[config.mk]
export PLATFORM = sky130hd
export DESIGN_NAME = axis_to_vector
export DESIGN_NICKNAME = d
export VERILOG_FILES = /design/src/rtl/axis_vec_pkg.sv /design/src/rtl/axis_beat_ctr.sv /design/src/rtl/axis_to_vector.sv
export SDC_FILE = /design/constraint.sdc
export NUM_CORES = 1
export LEC_CHECK = 0
export CELL_PAD_IN_SITES_DETAIL_PLACEMENT = 0
export CELL_PAD_IN_SITES_GLOBAL_PLACEMENT = 2
export CORE_ASPECT_RATIO = 0.8
export CORE_MARGIN = 5
export CORE_UTILIZATION = 23
export DETAILED_ROUTE_END_ITERATION = 7
export GPL_TIMING_DRIVEN = 0
export PLACE_DENSITY_LB_ADDON = 0.12
export SLEW_MARGIN = 20
export SYNTH_ARGS = -nofsm -noshare
export SYNTH_HDL_FRONTEND = slang
export SYNTH_SLANG_ARGS = --single-unit
[constraint.sdc]
create_clock -name clk -period 1.85 [get_ports clk]
set_input_delay 0.2775 -clock clk [delete_from_list [all_inputs] [get_ports clk]]
set_output_delay 0.2775 -clock clk [all_outputs]
set_load 0.005 [all_outputs]
[src/rtl/axis_vec_pkg.sv]
// Shared definitions for the AXIS <-> vector serialiser/deserialiser pair:
// counter sizing and the slot-order endpoints both sides must agree on.
package axis_vec_pkg;

    typedef enum logic {
        ASSEMBLE = 1'b0,
        DROP     = 1'b1
    } a2v_state_t;

    function automatic int ctr_width(input int vec_bytes, input int axis_bytes);
        int ctr_max;
        ctr_max = vec_bytes / axis_bytes - 1;
        if (ctr_max == 0) begin
            return 1;
        end else begin
            return $clog2(ctr_max + 1);
        end
    endfunction

    // first_slot=1 gives the slot of the first beat, first_slot=0 the slot of the final beat
    function automatic int ctr_bound(input int ctr_max, input bit msb_first, input bit first_slot);
        if (msb_first == first_slot) begin
            return ctr_max;
        end else begin
            return 0;
        end
    endfunction

endpackage

[src/rtl/axis_beat_ctr.sv]
// Beat slot counter: walks CTR_INIT -> CTR_LAST in slot order and wraps back.
module axis_beat_ctr
    import axis_vec_pkg::*;
#(
    parameter int CTR_MAX   = 0,
    parameter bit MSB_FIRST = 1'b0,
    localparam int CW       = ctr_width(CTR_MAX + 1, 1)
) (
    input  logic          clk,
    input  logic          aresetn,
    input  logic          step,
    input  logic          clear,
    output logic [CW-1:0] ctr,
    output logic          is_last
);

    localparam logic [CW-1:0] CTR_INIT = CW'(ctr_bound(CTR_MAX, MSB_FIRST, 1'b1));
    localparam logic [CW-1:0] CTR_LAST = CW'(ctr_bound(CTR_MAX, MSB_FIRST, 1'b0));
    localparam logic [CW-1:0] CTR_ONE  = CW'(1);

    logic [CW-1:0] ctr_r;
    logic [CW-1:0] ctr_next_s;

    // next slot in traversal order, wrapping at the final slot
    always_comb begin
        ctr_next_s = ctr_r;
        if (ctr_r == CTR_LAST) begin
            ctr_next_s = CTR_INIT;
        end else if (MSB_FIRST) begin
            ctr_next_s = ctr_r - CTR_ONE;
        end else begin
            ctr_next_s = ctr_r + CTR_ONE;
        end
    end

    // counter register; clear takes priority over step
    always_ff @(posedge clk or negedge aresetn) begin
        if (!aresetn) begin
            ctr_r <= CTR_INIT;
        end else if (clear) begin
            ctr_r <= CTR_INIT;
        end else if (step) begin
            ctr_r <= ctr_next_s;
        end else begin
            ctr_r <= ctr_r;
        end
    end

    assign ctr     = ctr_r;
    assign is_last = (ctr_r == CTR_LAST);

endmodule

[src/rtl/axis_to_vector.sv]
// Collects CTR_MAX+1 AXIS beats into one registered wide vector with a
// valid/ready output and tlast framing checks (err_short / err_long pulses).
module axis_to_vector
    import axis_vec_pkg::*;
#(
    parameter int VEC_BYTES     = 1,
    parameter int AXIS_BYTES    = 1,
    parameter bit MSB_FIRST     = 1'b0,
    parameter bit REQUIRE_TLAST = 1'b1
) (
    input  logic                    clk,
    input  logic                    aresetn,
    output logic                    axis_tready,
    input  logic                    axis_tvalid,
    input  logic                    axis_tlast,
    input  logic [AXIS_BYTES*8-1:0] axis_tdata,
    output logic [VEC_BYTES*8-1:0]  vec,
    output logic                    vec_valid,
    input  logic                    vec_ready,
    output logic                    err_short,
    output logic                    err_long
);

    localparam int CTR_MAX = VEC_BYTES / AXIS_BYTES - 1;
    localparam int CW      = ctr_width(VEC_BYTES, AXIS_BYTES);
    localparam int SLOT_W  = AXIS_BYTES * 8;
    localparam int VEC_W   = VEC_BYTES * 8;

    a2v_state_t       state_r, state_s;
    logic             aresetn_q_r;
    logic [VEC_W-1:0] asm_r, asm_next_s;
    logic [VEC_W-1:0] vec_r;
    logic             vec_valid_r, err_short_r, err_long_r;
    logic [CW-1:0]    ctr_s;
    logic             is_last_s, tready_s, beat_acc_s;
    logic             store_s, complete_s, short_s, long_s, ctr_step_s, ctr_clear_s;

    axis_beat_ctr #(
        .CTR_MAX   (CTR_MAX),
        .MSB_FIRST (MSB_FIRST)
    ) u_ctr (
        .clk     (clk),
        .aresetn (aresetn),
        .step    (ctr_step_s),
        .clear   (ctr_clear_s),
        .ctr     (ctr_s),
        .is_last (is_last_s)
    );

    // tready stays low until the first edge after reset release
    always_ff @(posedge clk or negedge aresetn) begin
        if (!aresetn) begin
            aresetn_q_r <= 1'b0;
        end else begin
            aresetn_q_r <= 1'b1;
        end
    end

    // only the final beat can stall; earlier beats fill the assembly buffer behind a held vec
    assign tready_s   = aresetn_q_r &&
                        !((state_r == ASSEMBLE) && is_last_s && vec_valid_r && !vec_ready);
    assign beat_acc_s = axis_tvalid && tready_s;

    // assembly contents with the current beat dropped into its slot
    always_comb begin
        asm_next_s = asm_r;
        for (int k = 0; k <= CTR_MAX; k++) begin
            if (ctr_s == CW'(k)) begin
                asm_next_s[k*SLOT_W +: SLOT_W] = axis_tdata;
            end else begin
                asm_next_s[k*SLOT_W +: SLOT_W] = asm_r[k*SLOT_W +: SLOT_W];
            end
        end
    end

    // framing FSM: next state and per-beat strobes
    always_comb begin
        state_s     = state_r;
        store_s     = 1'b0;
        complete_s  = 1'b0;
        short_s     = 1'b0;
        long_s      = 1'b0;
        ctr_step_s  = 1'b0;
        ctr_clear_s = 1'b0;
        case (state_r)
            ASSEMBLE: begin
                if (!beat_acc_s) begin
                    state_s = ASSEMBLE;
                end else if (!is_last_s) begin
                    if (axis_tlast && REQUIRE_TLAST) begin
                        short_s     = 1'b1;
                        ctr_clear_s = 1'b1;
                    end else begin
                        store_s    = 1'b1;
                        ctr_step_s = 1'b1;
                    end
                end else if (axis_tlast || !REQUIRE_TLAST) begin
                    complete_s = 1'b1;
                    ctr_step_s = 1'b1;
                end else begin
                    long_s      = 1'b1;
                    ctr_clear_s = 1'b1;
                    state_s     = DROP;
                end
            end
            DROP: begin
                if (beat_acc_s && axis_tlast) begin
                    ctr_clear_s = 1'b1;
                    state_s     = ASSEMBLE;
                end else begin
                    state_s = DROP;
                end
            end
            default: begin
                ctr_clear_s = 1'b1;
                state_s     = ASSEMBLE;
            end
        endcase
    end

    // state register
    always_ff @(posedge clk or negedge aresetn) begin
        if (!aresetn) begin
            state_r <= ASSEMBLE;
        end else begin
            state_r <= state_s;
        end
    end

    // assembly buffer, output vector and error pulses
    always_ff @(posedge clk or negedge aresetn) begin
        if (!aresetn) begin
            asm_r       <= '0;
            vec_r       <= '0;
            vec_valid_r <= 1'b0;
            err_short_r <= 1'b0;
            err_long_r  <= 1'b0;
        end else begin
            if (store_s) begin
                asm_r <= asm_next_s;
            end
            if (complete_s) begin
                vec_r       <= asm_next_s;
                vec_valid_r <= 1'b1;
            end else if (vec_ready) begin
                vec_valid_r <= 1'b0;
            end
            err_short_r <= short_s;
            err_long_r  <= long_s;
        end
    end

    assign axis_tready = tready_s;
    assign vec         = vec_r;
    assign vec_valid   = vec_valid_r;
    assign err_short   = err_short_r;
    assign err_long    = err_long_r;

endmodule

After elaboration in Yosys (flattened, before gate mapping)
Index checks and enable logic that the tools add are counted.

Register bits: 22. Input bits: 13. Output and inout bits: 12. Logic and storage cells: 50.

Add/subtract/negate cells: 1. Multiplexer cells: 29. Bitwise gates (word level): 2. Reductions and logical operators: 10.

Operator list (number): 2-to-1 mux 1 bit (26); 2-to-1 mux 8 bit (1); logical AND 1 bit (6); one-hot mux 1 bit (2 select lines) (2); nonzero test 2 bit (2); zero test 1 bit (2); NOT 1 bit (2); adder 1 bit, second input constant (1).

Logic depth before layout (Yosys ltp)
Depth in word-level cells: 11. Depth in mapped cells: 3.

By module
Synthesis repeated with hierarchy kept, for this count alone.

Cell total of the unflattened synthesis: 76. Area, all modules: 1057.3 sq um.

Modules (own cells, without submodules): axis_to_vector (times used 1, cells each 72, area an instance 1034.7 sq um, sequential area each 525.5 sq um); axis_beat_ctr (times used 1, cells each 4, area an instance 22.5 sq um, sequential area each 0.0 sq um).

Worst setup path before layout
Ideal clock, no wire load.

Path kind: reg-to-reg. Start point: register (tool-made name). End point: register vec_r[0], in the netlist vec[0]. Library setup time: 0.125 ns. Data arrival time: 1.219 ns. Path slack: 0.506 ns. Stages on the path, launching flop included: 4. Path through: dfrtp_1 > nand2b_4 > nor3b_4 > mux2_2.

RTL lines: to (signal assigned) (line axis_to_vector.sv:143) `vec_r <= asm_next_s;`; to (decl) (line axis_to_vector.sv:32) `logic [VEC_W-1:0] vec_r;`.

Worst setup path in the final report
Start point: input port vec_ready. End point: output port axis_tready.

Cells in the longest elaborated chain, start to end: 4.

RTL lines: from (decl) (line axis_to_vector.sv:19) `input logic vec_ready,`; zero test 1 bit (line axis_to_vector.sv:61) `!((state_r == ASSEMBLE) && is_last_s && vec_valid_r && !vec_ready);`; logical AND 1 bit (line axis_to_vector.sv:61); zero test 1 bit (line axis_to_vector.sv:61); logical AND 1 bit (line axis_to_vector.sv:60) `assign tready_s = aresetn_q_r &&`; to (decl) (line axis_to_vector.sv:13) `output logic axis_tready,`.

No other way between the ends.

==> summary.txt <==
Post-route met1 wirelength: 387 µm
Max Clk Rate: 561 MHz
WP buf/inv: 2
Final Skew: 3.47 ps
Total GRT Usage: 7.81%
TritonCTS clock tree: built
Maximum buffer depth of the clock tree: 2
Worst endpoint data arrival time: 1510 ps
Ratio of total power to cell area: 977 nW/µm²
Clock input transition at the sequential cells of the worst setup and hold paths: 70 ps
Site row count: 14
Pin count of the biggest net entering global routing: 13
Number of filler cells placed in the layout: 197
Clock period minus final worst setup slack: 1780 ps
Vias per Instance: 4.35
Sequential-to-total area share from yosys stat: 62.2%
Summed instance area of the synthesized netlist: 483 µm²
Number of instances in the synthesized netlist: 33
Worst-Skew Late Latency: 260 ps
Antenna viol nets, final: 0
CP Cell Sequence: clkdlybuf4s50_1, nand2b_1, o21a_1, clkdlybuf4s50_1
Final GP Congestion: 0.665
Kind of start point of the critical path: input pin
Run status: finished clean
Starting density of the core: 24.8%
Setup total negative slack: 0 ps
Worst-margin pin slew: 544 ps
Pre-CTS setup slack: -11.1 ps
Wire length after detailed routing: 1070 µm
Class of the most critical hold timing path: in2async
Ratio of cells with drive above 1 in the final layout: 23.7%
Yosys warning total: 0
Sum of overflow across all layers after global routing: 0
Crit Reg-Reg Endpoint: vec[4]
Post-Layout Cell Count: 83
Hold-fix buffers, CTS: 0
DR WL met3: 123 µm
Count of cell types in the netlist: 14
Sinks on Clock Net: 12
Multi-input gate area: 171 µm²
Critical path peak fanout: 4
CP delay by family, top: buffers and inverters
Antenna violations before repair: 0
Max-capacitance violation count: 0
Largest voltage drop on the vdd net: 0.000324 V
Worst setup slack for register-to-register paths: 360 ps
Die extent in x: 61.2 µm
Number of buffers added for setup after CTS: 0
Slowest stage cell on the critical path: clkdlybuf4s50_1
Final nets: 74
Number of hold violations in the final report: 0
Boundary pin count: 25
Critical path's largest stage delay: 490 ps
Avg Cell Area, Syn: 14.6 µm²
Worst Path Required: 1570 ps
Final Setup Violations: 0
Unrepaired setup endpoints after global routing: no
Clock buffer count from CTS: 3
Start-to-end type of the worst setup path: in2out
Post-placement cell count: 80
Post-CTS resize count: 0
Net count of the mapped netlist: 46
Top routing layer in use: met3
Diode insertion count for antenna repair: 0
Max-slew violations: 0
Drt pass-1 iters: 2
Type of destination of the critical path: output pin
Number of synthesized register bits: 12
Total power after layout: 748 µW
Rel. slew slack: 63.6%
Die area: 3120 µm²
Via count of the first global-routing pass: 380
Global-route wire length before repair: 1730 µm
Die extent in y: 51.0 µm
Core region area: 1940 µm²
Post-layout worst setup margin: 66.2 ps
Cells on worst reg2reg path: 3
Area of all sequential standard cells: 300 µm²
Deepest level of the CTS H-tree: 1
Ratio of final minimum period to clock period: 96.4%
Metal2 WL: 560 µm
Root buffer cell: clkbuf_4
Number of vias after detailed routing: 361
Layout area overhead: 58.5%
Remaining DRCs: 0
Cell seen most often among critical-path stages: clkdlybuf4s50_1
Leak Pwr: 0.323 nW
Iteration-0 DRC count of the detailed router: 3
Post-DR wirelength/cell: 12.9 µm
Quantity of I/O buffers inserted on ports: 23
kinds of logic (layout without fill, tap and decap cells):
family | Yosys count | count (layout) | synth area share [%]
AO/OA/AOI/OAI | 3 | 3 | 4.40
AND/OR/NAND/NOR | 6 | 6 | 10.9
flip-flops | 12 | 12 | 62.2
other | 2 | 2 | 1.55
multiplexers | 8 | 8 | 18.7
buffers and inverters | 2 | 28 | 2.33
synth_stat cells, drive strengths merged:
cell	instances	area, µm²
dfrtp	12	300
conb	2	7.51
nor3	1	5.00
nor3b	1	18.8
nand2b	2	20.0
mux2	8	90.1
o21ai	1	5.00
buf	1	7.51
nand3	1	5.00
a32oi	1	8.76
o21a	1	7.51
nand2	1	3.75
inv	1	3.75
area by class of cell:
class	count	share of cell area [%]
plain buffers	1	0.980
inverters	1	0.490
well taps	24	3.92
clock buffers	3	2.94
repair buffers	23	30.1
multi-input cells	19	22.4
flip-flops and latches	12	39.2
placed cells by master (no fill, tap or decap):
cell type,n
clkdlybuf4s50_1,23
dfrtp_1,12
mux2_2,8
clkbuf_4,3
conb_1,2
nand2b_1,1
o21a_1,1
nand3_1,1
nor3_1,1
inv_1,1
a32oi_1,1
nand2_1,1
nand2b_4,1
nor3b_4,1
o21ai_0,1
buf_4,1
report_power, final:
group / internal, mW / leakage (nW) / switching [mW] / total [mW]
sequential: 0.326 / 0.147 / 0.0310 / 0.357
clock: 0.0751 / 0.0138 / 0.0791 / 0.154
combinational: 0.174 / 0.162 / 0.0636 / 0.237
total: 0.574 / 0.323 / 0.174 / 0.748
flip-flops by register name, summed over array words and instances, names as in the netlist, named ones only:
name	cells
aresetn_q_r	1
err_long	1
vec	8
vec_valid	1
through the flow:
| step | hold slack, ps | util (%) | cell area (µm²) |
|---|---|---|---|
| after floorplan | -18.1 | - | 483 |
| final | 365 | 39.4 | 766 |
| after CTS | 380 | 39.4 | 766 |
| after detailed placement | 481 | 38.2 | 743 |
| after global placement | 462 | 38.2 | 743 |
| after global routing | 413 | 39.4 | 766 |
routing by layer:
metal / vias to the layer above / track usage [%]
li1: 166 / -
met1: 182 / 8.02
met2: 13 / 12.9
met3: 0 / 3.78
met4: 0 / 4.33
met5: - / 0
how the worst max path moves through the flow:
stage                     start          end  slack [ps]  cells after the start
floorplan             flip-flop       vec[0]         510                      3
global placement      vec_ready       vec[0]          20                      4
detailed placement  axis_tvalid       vec[1]         -10                      4
CTS                   vec_ready  axis_tready          50                      4
global route          vec_ready  axis_tready          10                      4
finish                vec_ready  axis_tready          70                      4
No activity file was read; power rests on OpenSTA's default activity.
